### src/rtl/mmio_write_queue.sv
// Memory-mapped write queue: processor stores to PUSH_ADR are buffered in a
// first-word-fall-through FIFO that a peripheral drains with a valid/ready handshake.
module mmio_write_queue #(
    parameter int          DEPTH    = 8,
    parameter logic [31:0] PUSH_ADR = 32'h100,
    parameter logic [31:0] STAT_ADR = 32'h104
) (
    input  logic        Clk,
    input  logic        Reset,
    input  logic        MemWrite,
    input  logic [31:0] DataAdr,
    input  logic [31:0] WriteData,
    output logic [31:0] ReadData,
    output logic [31:0] PerData,
    output logic        PerValid,
    input  logic        PerReady,
    output logic [3:0]  Count,
    output logic        Full,
    output logic        Overflow
);

    localparam int PtrW = (DEPTH > 1) ? $clog2(DEPTH) : 1;

    logic [31:0]     mem [DEPTH];
    logic [PtrW-1:0] rdPtr;
    logic [PtrW-1:0] wrPtr;
    logic            pushReq;
    logic            popFire;
    logic            pushAccept;
    logic            dropEvt;
    logic            clrReq;

    assign pushReq    = MemWrite && (DataAdr == PUSH_ADR);
    assign clrReq     = MemWrite && (DataAdr == STAT_ADR) && WriteData[0];
    assign PerValid   = (Count != 4'd0);
    assign Full       = (Count == 4'(DEPTH));
    assign popFire    = PerValid && PerReady;
    // A full queue still accepts a push when the head leaves on the same edge.
    assign pushAccept = pushReq && (!Full || popFire);
    assign dropEvt    = pushReq && Full && !popFire;
    assign PerData    = mem[rdPtr];

    // Storage is intentionally left out of reset; pointers and Count define validity.
    always_ff @(posedge Clk) begin
        if (pushAccept && !Reset) begin
            mem[wrPtr] <= WriteData;
        end
    end

    always_ff @(posedge Clk) begin
        if (Reset) begin
            rdPtr    <= '0;
            wrPtr    <= '0;
            Count    <= 4'd0;
            Overflow <= 1'b0;
        end else begin
            if (pushAccept) begin
                wrPtr <= wrPtr + 1'b1;
            end
            if (popFire) begin
                rdPtr <= rdPtr + 1'b1;
            end
            if (pushAccept && !popFire) begin
                Count <= Count + 4'd1;
            end else if (popFire && !pushAccept) begin
                Count <= Count - 4'd1;
            end
            // A new drop wins over a clear issued in the same cycle.
            if (dropEvt) begin
                Overflow <= 1'b1;
            end else if (clrReq) begin
                Overflow <= 1'b0;
            end
        end
    end

    always_comb begin
        ReadData = 32'd0;
        if (DataAdr == STAT_ADR) begin
            ReadData = {25'd0, Overflow, Full, !PerValid, Count};
        end else if (DataAdr == PUSH_ADR) begin
            ReadData = PerValid ? PerData : 32'd0;
        end
    end

endmodule

### config.mk
export PLATFORM = sky130hd
export DESIGN_NAME = mmio_write_queue
export DESIGN_NICKNAME = d
export VERILOG_FILES = /design/src/rtl/mmio_write_queue.sv
export SDC_FILE = /design/constraint.sdc
export NUM_CORES = 1
export LEC_CHECK = 0
export ABC_CLOCK_PERIOD_IN_PS = 5690
export BUFFER_PORTS_ARGS = -buffer_cell sky130_fd_sc_hd__buf_2
export CORE_UTILIZATION = 30
export DETAILED_ROUTE_END_ITERATION = 10
export GPL_ROUTABILITY_DRIVEN = 1
export PLACE_DENSITY_LB_ADDON = 0.2
export SYNTH_ARGS = -nofsm -noshare
export SYNTH_HDL_FRONTEND = slang
export SYNTH_SLANG_ARGS = --single-unit
export TNS_END_PERCENT = 10
### constraint.sdc
create_clock -name Clk -period 5.69 [get_ports Clk]
set_input_delay 0.569 -clock Clk [delete_from_list [all_inputs] [get_ports Clk]]
set_output_delay 0.569 -clock Clk [all_outputs]
set_load 0.01 [all_outputs]
; After elaboration in Yosys (flattened, before gate mapping)
; Memory sizes are Yosys's and may differ from the RTL's. A register that Yosys moved wholly into a read port is not among the register bits.
; Cells that the tools add are included.
[word_totals]
reg_bits = 11
ramBits = 256
input_bits = 68
output_inout_bits = 71
elab_cells = 42
memories = 1
[classes]
n_addsub = 4
n_eq_ne = 3
n_mux = 11
n_reduce_logical = 19
[mem_list]
columns = name, depth, word_bits, read_ports, rd_ports_with_merged_regs, wr, line
row1 = mem, 8, 32, 1, 1, 1, 24  ; logic [31:0] mem [DEPTH];
[ops]
columns = cell, n
row1 = 2-to-1 mux 32 bit, 3
row2 = equality test 32 x 9 -> 1 bit (second input constant), 2
row3 = logical AND 1 bit, 10
row4 = 2-to-1 mux 4 bit, 2
row5 = adder 3 x 1 -> 3 bit (second input constant), 2
row6 = 2-to-1 mux 3 bit, 2
row7 = zero test 1 bit, 5
row8 = adder 4 x 1 -> 4 bit (second input constant), 1
row9 = equality test 4 bit (second input constant), 1
row10 = 2-to-1 mux 1 bit, 4
row11 = nonzero test 2 bit, 2
row12 = nonzero test 4 bit, 1
row13 = subtractor 4 x 1 -> 4 bit (second input constant), 1
row14 = logical OR 1 bit, 1

; Depth between registers and ports, before layout
; Gate-level depths: netlist of the first run.
[depth]
depth_word = 8
depth_mapped = 11
depth_no_buf = 10

; Least setup slack after synthesis of the first run
; OpenSTA, ideal clock, no wires.
[synth_timing]
path_kind = input-to-reg
from = input port DataAdr[18]
to = memory mem[5][0] (enable)
arrival_ps = 4600
slack_ps = 589
path_stages = 5
n_path_buf = 1
cell_sequence = nor4_2 > and4_1 > nand2_1 > clkbuf_1 > nor4_1
[synth_via]
elab_chain_cells = 6
[synth_rtl]
columns = element, line
row1 = start: declaration, 11  ; input logic [31:0] DataAdr,
row2 = equality test 32 x 9 -> 1 bit, 33  ; assign pushReq = MemWrite && (DataAdr == PUSH_ADR);
row3 = logical AND 1 bit, 33
row4 = logical AND 1 bit, 39  ; assign pushAccept = pushReq && (!Full || popFire);
row5 = logical AND 1 bit, 45  ; if (pushAccept && !Reset) begin
row6 = 2-to-1 mux 1 bit, 45
row7 = 2-to-1 mux 1 bit (implied by the code), 46  ; mem[wrPtr] <= WriteData;
row8 = end: declaration, 24
; No other way between the ends.

==> flow_summary_export.csv, run 1 <==
group,metric,value,unit
yosys,async_flop_share,0,
yosys,postSynthAreaPerCell,20.8,um2
routing,postRouteAntennaNets,0,
setup_path,crit_type,"register to output pin",
timing,whs,0.296,ns
cells_and_area,final_common_cell,"edfxtp_1",
yosys,synth.area.top_cells,"edfxtp_1 72%, mux4_2 13%, mux2_2 3.5%, dfxtp_1 2.6%, nor2b_1 1.7%",
setup_path,reg2regPathDepth,10,
global_routing,grt_overflow,0,
flow_run,cap_viol_max_count,0,
global_routing,grt_usage,0.135,
setup_path,worstReg2RegEnd,"Count[3]$_SDFFE_PP0P_",
yosys,syn_inst,517,
timing,fin_crit,3.83,ns
clock_tree,cts_root_buf,"clkbuf_16",
cells_and_area,final_cell_mix,"256 x edfxtp_1, 138 x buf_2, 64 x mux4_2",
timing,slew_violations,0,
setup_path,cp_max_fo,46,
die,die_w,191,um
timing,hold_violations,0,
cells_and_area,area_delta_synth_final,20.4,%
yosys,ys_seq_area_frac,0.741,
clock_tree,worstSkewPairLatency,0.54,ns
clock_tree,cts_sinks,270,
setup_path,ff2ff_setup_slack,2.45,ns
cells_and_area,drive_gt1_frac,0.444,
hold_path,min_to,"mem[0][5]$_DFFE_PP_",
yosys,ys_ff_latch,270,
routing,finalWirelength,24300,um
yosys,synth_top_area_cell,"edfxtp_1",
run_status,status,"finished, final reports clean",
die,core,34900,um2
die,die_area,36600,um2
routing,dr.pass1.iters,4,
cells_and_area,num-nets-final,748,
global_routing,grt_pass1_wl,36200,um
power_and_ir_drop,cellPowerDensity,341,nW/um2
routing,vias_per_cell,4.72,
power_and_ir_drop,swShare,0.222,
hold_path,holdCritPathClass,"input port to register",
power_and_ir_drop,intPower,3.44,mW
timing,tns,0,ns
timing,tightest_slew,1.09,ns
timing,fmax,0.261,GHz
clock_tree,cts_max_level,1,
timing,fin_crit_sh,0.673,
placement,port_buffers,138,
clock_tree,numCtsBuffers,29,
placement,hpwl,14000,um
setup_path,cp.arrival,3.26,ns
hold_path,min_from,"WriteData[5]",
die,initial_core_util,0.308,
clock_tree,cts_tree,"built",
power_and_ir_drop,peakVddDrop,194,uV
yosys,ys_types,35,
cells_and_area,antennaDiodeCount,0,
setup_path,worst_setup_path_start_kind,"register",
clock_tree,ctsResizeCount,0,
yosys,yosys_warnings,0,
timing,rsz0062_at_grt,"false",
power_and_ir_drop,p_leak,4.23,nW
die,io_pins,139,
die,fp.dieH,191,um
routing,drt_iter0_markers,349,
hold_path,hold_path_depth,1,
clock_tree,cts-hold-fix-buffers,0,
timing,relSlewSlack,0.275,
timing,clock-skew-final,0.0156,ns
clock_tree,post-cts-setup-buffers,0,
die,rows,68,
global_routing,grt_start_max_net_pins,65,
clock_tree,max-clock-path-buffers,3,
routing,vias,5436,
yosys,synth_top_area_share,0.715,
routing,wl_per_cell,21.1,um
power_and_ir_drop,clkPwrFrac,0.395,
global_routing,antenna_found_initial,2,
routing,drc,0,
setup_path,reg2reg_from,"Count[0]$_SDFFE_PP0P_",
placement,place.gp.congestion,0.744,
power_and_ir_drop,switching_power,0.981,mW
clock_tree,path_clk_slew,0.06,ns
yosys,synth_edf_count,256,
yosys,ys.flop_type,"edfxtp_1",
setup_path,crit_required,5.12,ns
power_and_ir_drop,combPwrFrac,0.095,
power_and_ir_drop,seq_power_share,0.509,
yosys,syn_area,10800,um2
global_routing,grt_pass1_vias,5918,
yosys,synth.net_count,591,
timing,setup_viol,0,
setup_path,end_kind,"output pin",
## power by group through the flow
stage	Sequential, mW	Clock [mW]	Combinational [mW]
2_1_floorplan	2.24	0	0.327
3_3_place_gp	2.30	0	0.418
3_5_place_dp	2.30	0	0.426
4_1_cts	2.26	1.79	0.428
5_1_grt	2.26	1.87	0.465
6_report	2.25	1.75	0.421
## worst max-delay path by stage
stage | start | to | slack (ns)
after global routing | register | ReadData[5] | 1.58
after global placement | DataAdr[13] | Count[3]$_SDFFE_PP0P_ | 2.29
after CTS | register | ReadData[5] | 1.69
final | register | ReadData[5] | 1.86
after detailed placement | DataAdr[1] | Count[3]$_SDFFE_PP0P_ | 2.23
after floorplan | DataAdr[18] | mem[5][0]$_DFFE_PP_ | 0.59
## layer usage
layer / track usage / routed length (um) / up-vias
li1: - / - / 2437
met1: 0.172 / 10300 / 2832
met2: 0.234 / 12400 / 125
met3: 0.0229 / 1030 / 38
met4: 0.0357 / 544 / 4
met5: 0 / 23 / -
## through the flow
stage / power, mW / setup WS, ns / util / cells / area (um2)
global route: 4.59 / 1.58 / 0.371 / 1151 / 12900
finish: 4.42 / 1.86 / 0.371 / 1151 / 12900
CTS: 4.48 / 1.69 / 0.371 / 1151 / 12900
global placement: 2.71 / 2.29 / 0.346 / 1098 / 12100
floorplan: 2.57 / 0.589 / - / 517 / 10800
detailed placement: 2.72 / 2.23 / 0.346 / 1098 / 12100
## flip-flops by register name (all words and copies together), names as in the netlist, named ones only
| register | flops |
|---|---|
| mem | 256 |
| Overflow | 1 |
| rdPtr | 3 |
| Count | 4 |
| wrPtr | 3 |
## worst max-delay path: stages, from the launching register on
cell and delay [ns]:
dfxtp_4 0.99, buf_4 0.47, mux4_2 0.55, mux2_2 0.31, mux2i_1 0.13, nor3_1 0.06
buf_2 0.17
## cell families after synthesis
family / count (synthesis) / share of synthesized area
AO/OA/AOI/OAI: 10 / 0.00617
XOR/XNOR: 4 / 0.00326
adder cells (fa/ha/maj): 6 / 0.00768
buffers and inverters: 27 / 0.0115
flip-flops: 270 / 0.741
multiplexers: 103 / 0.174
AND/OR/NAND/NOR: 97 / 0.0559
## final cells by class
cell class	count	area [um2]
multi-input cells	220	2720
flip-flops and latches	270	7980
inverters	2	7.51
clock inverters	16	133
clock buffers	37	756
fillers	3237	21900
repair buffers	151	788
well taps	455	569
## Yosys cell counts, drive strengths merged, types with 2 or more instances
cell type	n
nor2	20
dfxtp	14
clkbuf	11
mux4	64
nor4	15
edfxtp	256
nand4	2
and4	2
buf	14
nand2b	4
nor3	6
inv	2
nor2b	29
mux2	35
ha	5
nor4b	2
nand3	4
a22oi	4
a21oi	4
nand2	9
xor2	3
mux2i	4
(Power assumes the default switching activity.)
==> inputs of run 2 (changes only) <==
--- a/config.mk
+++ b/config.mk
@@ -5,7 +5,7 @@
 export SDC_FILE = /design/constraint.sdc
 export NUM_CORES = 1
 export LEC_CHECK = 0
-export ABC_CLOCK_PERIOD_IN_PS = 5690
+export ABC_CLOCK_PERIOD_IN_PS = 3400
 export BUFFER_PORTS_ARGS = -buffer_cell sky130_fd_sc_hd__buf_2
 export CORE_UTILIZATION = 30
 export DETAILED_ROUTE_END_ITERATION = 10
==> constraint.sdc (replaced) <==
create_clock -name Clk -period 3.4 [get_ports Clk]
set_input_delay 0.34 -clock Clk [delete_from_list [all_inputs] [get_ports Clk]]
set_output_delay 0.34 -clock Clk [all_outputs]
set_load 0.01 [all_outputs]
==> flow_summary_export.csv, run 2 (synthesis gave the netlist of run 1 again) <==
group,metric,value,unit
setup_path,critPathTopFamily,"simple AND/OR/NAND/NOR gates",
setup_path,crit_type,"register to output pin",
placement,hpwl,15300,um
routing,wl_per_cell,21.3,um
die,io_pins,139,
clock_tree,numCtsBuffers,28,
clock_tree,ctsResizeCount,1,
timing,setup_viol,0,
setup_path,path_cells,"nor4_2, nor2_1, nand3_4, nor2b_1, buf_2",
clock_tree,max-clock-path-buffers,3,
clock_tree,path_clk_slew,0.06,ns
cells_and_area,post-route-util,0.377,
setup_path,reg2reg_from,"Count[0]$_SDFFE_PP0P_",
routing,vias_per_cell,4.71,
cells_and_area,final_common_cell,"edfxtp_1",
clock_tree,cts-hold-fix-buffers,0,
setup_path,crit_required,3.06,ns
global_routing,grt_pass1_wl,36800,um
setup_path,worstReg2RegEnd,"Count[3]$_SDFFE_PP0P_",
clock_tree,post-cts-setup-buffers,0,
timing,fin_crit_sh,0.904,
routing,drt_iter0_markers,371,
routing,finalWirelength,24800,um
timing,whs,0.0735,ns
power_and_ir_drop,power.total,7.48,mW
global_routing,grt_usage,0.137,
die,die_w,191,um
setup_path,end_kind,"output pin",
setup_path,crit_cells,5,
routing,drc,0,
cells_and_area,largest_reg_flops,256,
placement,place_inst,1109,
cells_and_area,final_cell_mix,"256 x edfxtp_1, 138 x buf_2, 64 x mux4_2",
placement,port_buffers,138,
die,rows,68,
timing,fin_crit,3.07,ns
cells_and_area,num-nets-final,758,
flow_run,cap_viol_max_count,0,
run_status,status,"finished, final reports clean",
placement,place.gp.congestion,0.748,
global_routing,grt_overflow,0,
clock_tree,cts_sinks,270,
die,core,34900,um2
setup_path,crit_slowest_cell,"dfxtp_1",
setup_path,reg2regPathDepth,10,
setup_path,critPathMaxStageDelay,0.54,ns
routing,dr.pass1.iters,4,
cells_and_area,top_register,"mem",
power_and_ir_drop,p_leak,4.31,nW
hold_path,holdCritPathClass,"input port to register",
timing,relSlewSlack,0.495,
die,fp.dieH,191,um
power_and_ir_drop,peakVddDrop,326,uV
routing,postRouteAntennaNets,0,
timing,clock-skew-final,0.0125,ns
global_routing,antenna_found_initial,3,
cells_and_area,largest_registers,"mem (256), Count (4)",
clock_tree,cts_tree,"built",
routing,vias,5477,
clock_tree,cts_root_buf,"clkbuf_16",
setup_path,crit_start,"Count[0]$_SDFFE_PP0P_",
die,initial_core_util,0.308,
timing,hold_violations,0,
cells_and_area,drive_gt1_frac,0.452,
global_routing,grt_pass1_vias,5796,
setup_path,worst_setup_path_start_kind,"register",
setup_path,cp_max_fo,25,
timing,fmax,0.326,GHz
clock_tree,cts_max_level,1,
die,die_area,36600,um2
setup_path,ff2ff_setup_slack,0.38,ns
timing,slew_violations,0,
setup_path,cp.arrival,2.73,ns
timing,tightest_slew,0.756,ns
setup_path,cp.buffers_inverters,1,
cells_and_area,layout.cells.non_filler,1162,
timing,rsz0062_at_grt,"false",
global_routing,grt_start_max_net_pins,27,
power_and_ir_drop,cellPowerDensity,570,nW/um2
setup_path,endpoint,"ReadData[30]",
cells_and_area,area_delta_synth_final,22.2,%
clock_tree,worstSkewPairLatency,0.53,ns
## run 2: cell types whose count changed in the layout (fill, tap and decap cells not counted), sizes merged
cell | before | now
clkbuf | 37 | 35
diode | 0 | 2
bufinv | 2 | 3
clkinvlp | 2 | 1
buf | 151 | 162
## run 2: metrics by stage
stage	cell area, um2	setup WS [ns]	TNS, ns
floorplan	10800	-1.27	-216.62
global placement	12200	0.340	0
detailed placement	12200	0.173	0
CTS	13100	0.232	0
global route	13100	0.0809	0
finish	13100	0.328	0
## run 2: area by class of cell
type | instances | area, um2
Inverter | 2 | 7.51
Clock inverter | 16 | 151
Antenna cell | 2 | 5.00
Fill cell | 3235 | 21700
Timing Repair Buffer | 162 | 933
Clock buffer | 35 | 748
Sequential cell | 270 | 7980
Multi-Input combinational cell | 220 | 2750
Tap cell | 455 | 569
## run 2: worst register-to-register path: cells and delay by family (launching register included)
kind | cells | cell delay [ns]
AND/OR/NAND/NOR | 3 | 0.82
multiplexers | 2 | 0.57
flip-flops | 1 | 0.54
adder cells (fa/ha/maj) | 2 | 0.53
AO/OA/AOI/OAI | 2 | 0.35
buffers and inverters | 1 | 0.10
## run 2: worst min-delay path by stage
stage	from	end	slack, ns	depth (start not counted)
2_1_floorplan	WriteData[0]	mem[0][0]$_DFFE_PP_	0.44	0
3_3_place_gp	rdPtr[1]$_SDFFE_PP0P_	register	0.45	2
3_5_place_dp	rdPtr[1]$_SDFFE_PP0P_	register	0.49	2
4_1_cts	WriteData[19]	mem[0][19]$_DFFE_PP_	0.05	1
5_1_grt	WriteData[5]	mem[5][5]$_DFFE_PP_	0.07	1
6_report	WriteData[21]	mem[7][21]$_DFFE_PP_	0.07	1
## run 2: power breakdown
| part | switching, mW | total (mW) | internal (mW) |
|---|---|---|---|
| logic | 0.399 | 0.805 | 0.406 |
| registers | 0.0560 | 3.71 | 3.65 |
| clock network | 1.19 | 2.97 | 1.78 |
| total | 1.65 | 7.48 | 5.84 |
## run 2: routing by layer
layer  wire length [um]  part of all wire  global-route usage
met2              12600              0.51               0.232
met3                990             0.040              0.0220
met1              10700              0.43               0.183
met5                 27            0.0011                   0
met4                472             0.019              0.0354
==> inputs of run 3 (changes only) <==
--- a/config.mk
+++ b/config.mk
@@ -7,10 +7,11 @@
 export LEC_CHECK = 0
 export ABC_CLOCK_PERIOD_IN_PS = 3400
 export BUFFER_PORTS_ARGS = -buffer_cell sky130_fd_sc_hd__buf_2
-export CORE_UTILIZATION = 30
+export CORE_UTILIZATION = 52
 export DETAILED_ROUTE_END_ITERATION = 10
 export GPL_ROUTABILITY_DRIVEN = 1
 export PLACE_DENSITY_LB_ADDON = 0.2
+export RECOVER_POWER = 25
 export SYNTH_ARGS = -nofsm -noshare
 export SYNTH_HDL_FRONTEND = slang
 export SYNTH_SLANG_ARGS = --single-unit
==> flow_summary_export.csv, run 3 (synthesis gave the netlist of run 1 again) <==
group,metric,value,unit
cells_and_area,final_area,12800,um2
clock_tree,path_clk_slew,0.06,ns
die,io_pins,139,
setup_path,cp.buffers_inverters,2,
die,core,20200,um2
placement,port_buffers,138,
power_and_ir_drop,power.total,7.18,mW
clock_tree,cts_root_buf,"clkbuf_16",
setup_path,critPathMaxStageDelay,0.54,ns
clock_tree,numCtsBuffers,26,
run_status,status,"finished, final reports clean",
clock_tree,cts_sinks,270,
setup_path,end_kind,"output pin",
timing,clock-skew-final,0.0134,ns
routing,dr_wl_met3,1040,um
die,rows,52,
power_and_ir_drop,cellPowerDensity,562,nW/um2
die,initial_core_util,0.531,
routing,drt_iter0_markers,334,
clock_tree,worstSkewPairLatency,0.52,ns
clock_tree,max-clock-path-buffers,3,
timing,whs,0.0819,ns
power_and_ir_drop,combPwrFrac,0.109,
power_and_ir_drop,swShare,0.214,
global_routing,grt_pass1_vias,5715,
die,fp.dieH,146,um
cells_and_area,drive_gt1_frac,0.409,
routing,vias,5477,
clock_tree,ctsResizeCount,0,
placement,hpwl,12300,um
power_and_ir_drop,seq_power_share,0.515,
clock_tree,cts_tree,"built",
power_and_ir_drop,peakVddDrop,445,uV
routing,dr.pass1.iters,5,
power_and_ir_drop,clkPwrFrac,0.376,
timing,tightest_slew,0.578,ns
timing,rsz0062_at_grt,"false",
die,die_area,21300,um2
routing,drc,0,
setup_path,path_cells,"buf_4, mux4_2, mux2_2, a22oi_1, nor2_1, buf_2",
power_and_ir_drop,p_leak,4.18,nW
routing,met2_length,10500,um
setup_path,crit_slowest_cell,"mux4_2",
global_routing,grt_usage,0.203,
timing,fin_crit,2.97,ns
clock_tree,cts-hold-fix-buffers,0,
routing,finalWirelength,20800,um
routing,maxUsedRoutingLayer,"met4",
cells_and_area,top_register,"mem",
global_routing,grt_pass1_wl,32700,um
setup_path,ff2ff_setup_slack,0.49,ns
timing,fmax,0.337,GHz
cells_and_area,final_cell_mix,"256 x edfxtp_1, 116 x buf_2, 64 x mux4_2",
placement,placed_area,12000,um2
routing,postRouteAntennaNets,0,
power_and_ir_drop,switching_power,1.54,mW
clock_tree,cts_max_level,1,
clock_tree,post-cts-setup-buffers,0,
setup_path,crit_type,"register to output pin",
global_routing,grt_overflow,0,
cells_and_area,num-nets-final,753,
global_routing,grt_start_max_net_pins,34,
global_routing,antenna_found_initial,1,
timing,fin_crit_sh,0.874,
setup_path,cp.arrival,2.63,ns
cells_and_area,largest_reg_flops,256,
cells_and_area,final_common_cell,"edfxtp_1",
setup_path,worst_setup_path_start_kind,"register",
flow_run,cap_viol_max_count,0,
timing,hold_violations,0,
cells_and_area,largest_registers,"mem (256), Count (4)",
cells_and_area,area_delta_synth_final,18.7,%
setup_path,cp_max_fo,17,
timing,slew_violations,0,
routing,wl_met1,8720,um
setup_path,crit_required,3.06,ns
placement,place.gp.congestion,0.809,
setup_path,critPathTopFamily,"multiplexers",
hold_path,holdCritPathClass,"input port to register",
routing,vias_per_cell,5.67,
timing,setup_viol,0,
timing,relSlewSlack,0.614,
die,die_w,146,um
routing,wl_per_cell,21.5,um
power_and_ir_drop,intPower,5.64,mW
==> run 3: cell types whose count changed in the layout (fill, tap and decap cells not counted), moves of 2 or more <==
cell	previous run	this run
buf_12	5	7
buf_2	138	116
buf_4	19	14
clkbuf_1	6	31
clkbuf_16	29	27
clkinv_2	5	0
==> run 3: power by group through the flow <==
stage / combinational [mW] / sequential, mW / clock [mW]
final: 0.783 / 3.69 / 2.70
after global routing: 0.858 / 3.70 / 2.87
after CTS: 0.800 / 3.69 / 2.75
after detailed placement: 0.796 / 3.76 / 0
after global placement: 0.781 / 3.76 / 0
after floorplan: 0.549 / 3.75 / 0
==> run 3: worst paths after layout <==
| kind | start | to | cells after the start |
|---|---|---|---|
| max | register | ReadData[2] | 6 |
| max reg2reg | Count[2]$_SDFFE_PP0P_ | Count[3]$_SDFFE_PP0P_ | 10 |
| min reg2reg | rdPtr[1]$_SDFFE_PP0P_ | register | 2 |
| min | WriteData[25] | mem[3][25]$_DFFE_PP_ | 1 |
==> run 3: area by class of cell <==
type                            instances  area [um2]
Fill cell                            1380        7470
Clock inverter                          8        82.6
Sequential cell                       270        7980
Tap cell                              270         338
Inverter                                2        7.51
Antenna cell                            1        2.50
Multi-Input combinational cell        220        2740
Clock buffer                           36         709
Timing Repair Buffer                  159         908
==> run 3: layer usage <==
metal / up-vias / global-route usage
met5: - / 0
met1: 2839 / 0.277
met2: 150 / 0.344
met4: 0 / 0.0584
met3: 36 / 0.0310
li1: 2452 / -
==> run 3: through the flow <==
step / setup TNS (ns) / setup WS (ns) / std cells / utilization
6_report: 0 / 0.429 / 966 / 0.631
5_1_grt: 0 / 0.257 / 965 / 0.631
2_1_floorplan: -216.62 / -1.27 / 517 / -
4_1_cts: 0 / 0.366 / 965 / 0.632
3_5_place_dp: 0 / 0.260 / 921 / 0.593
3_3_place_gp: 0 / 0.380 / 921 / 0.593
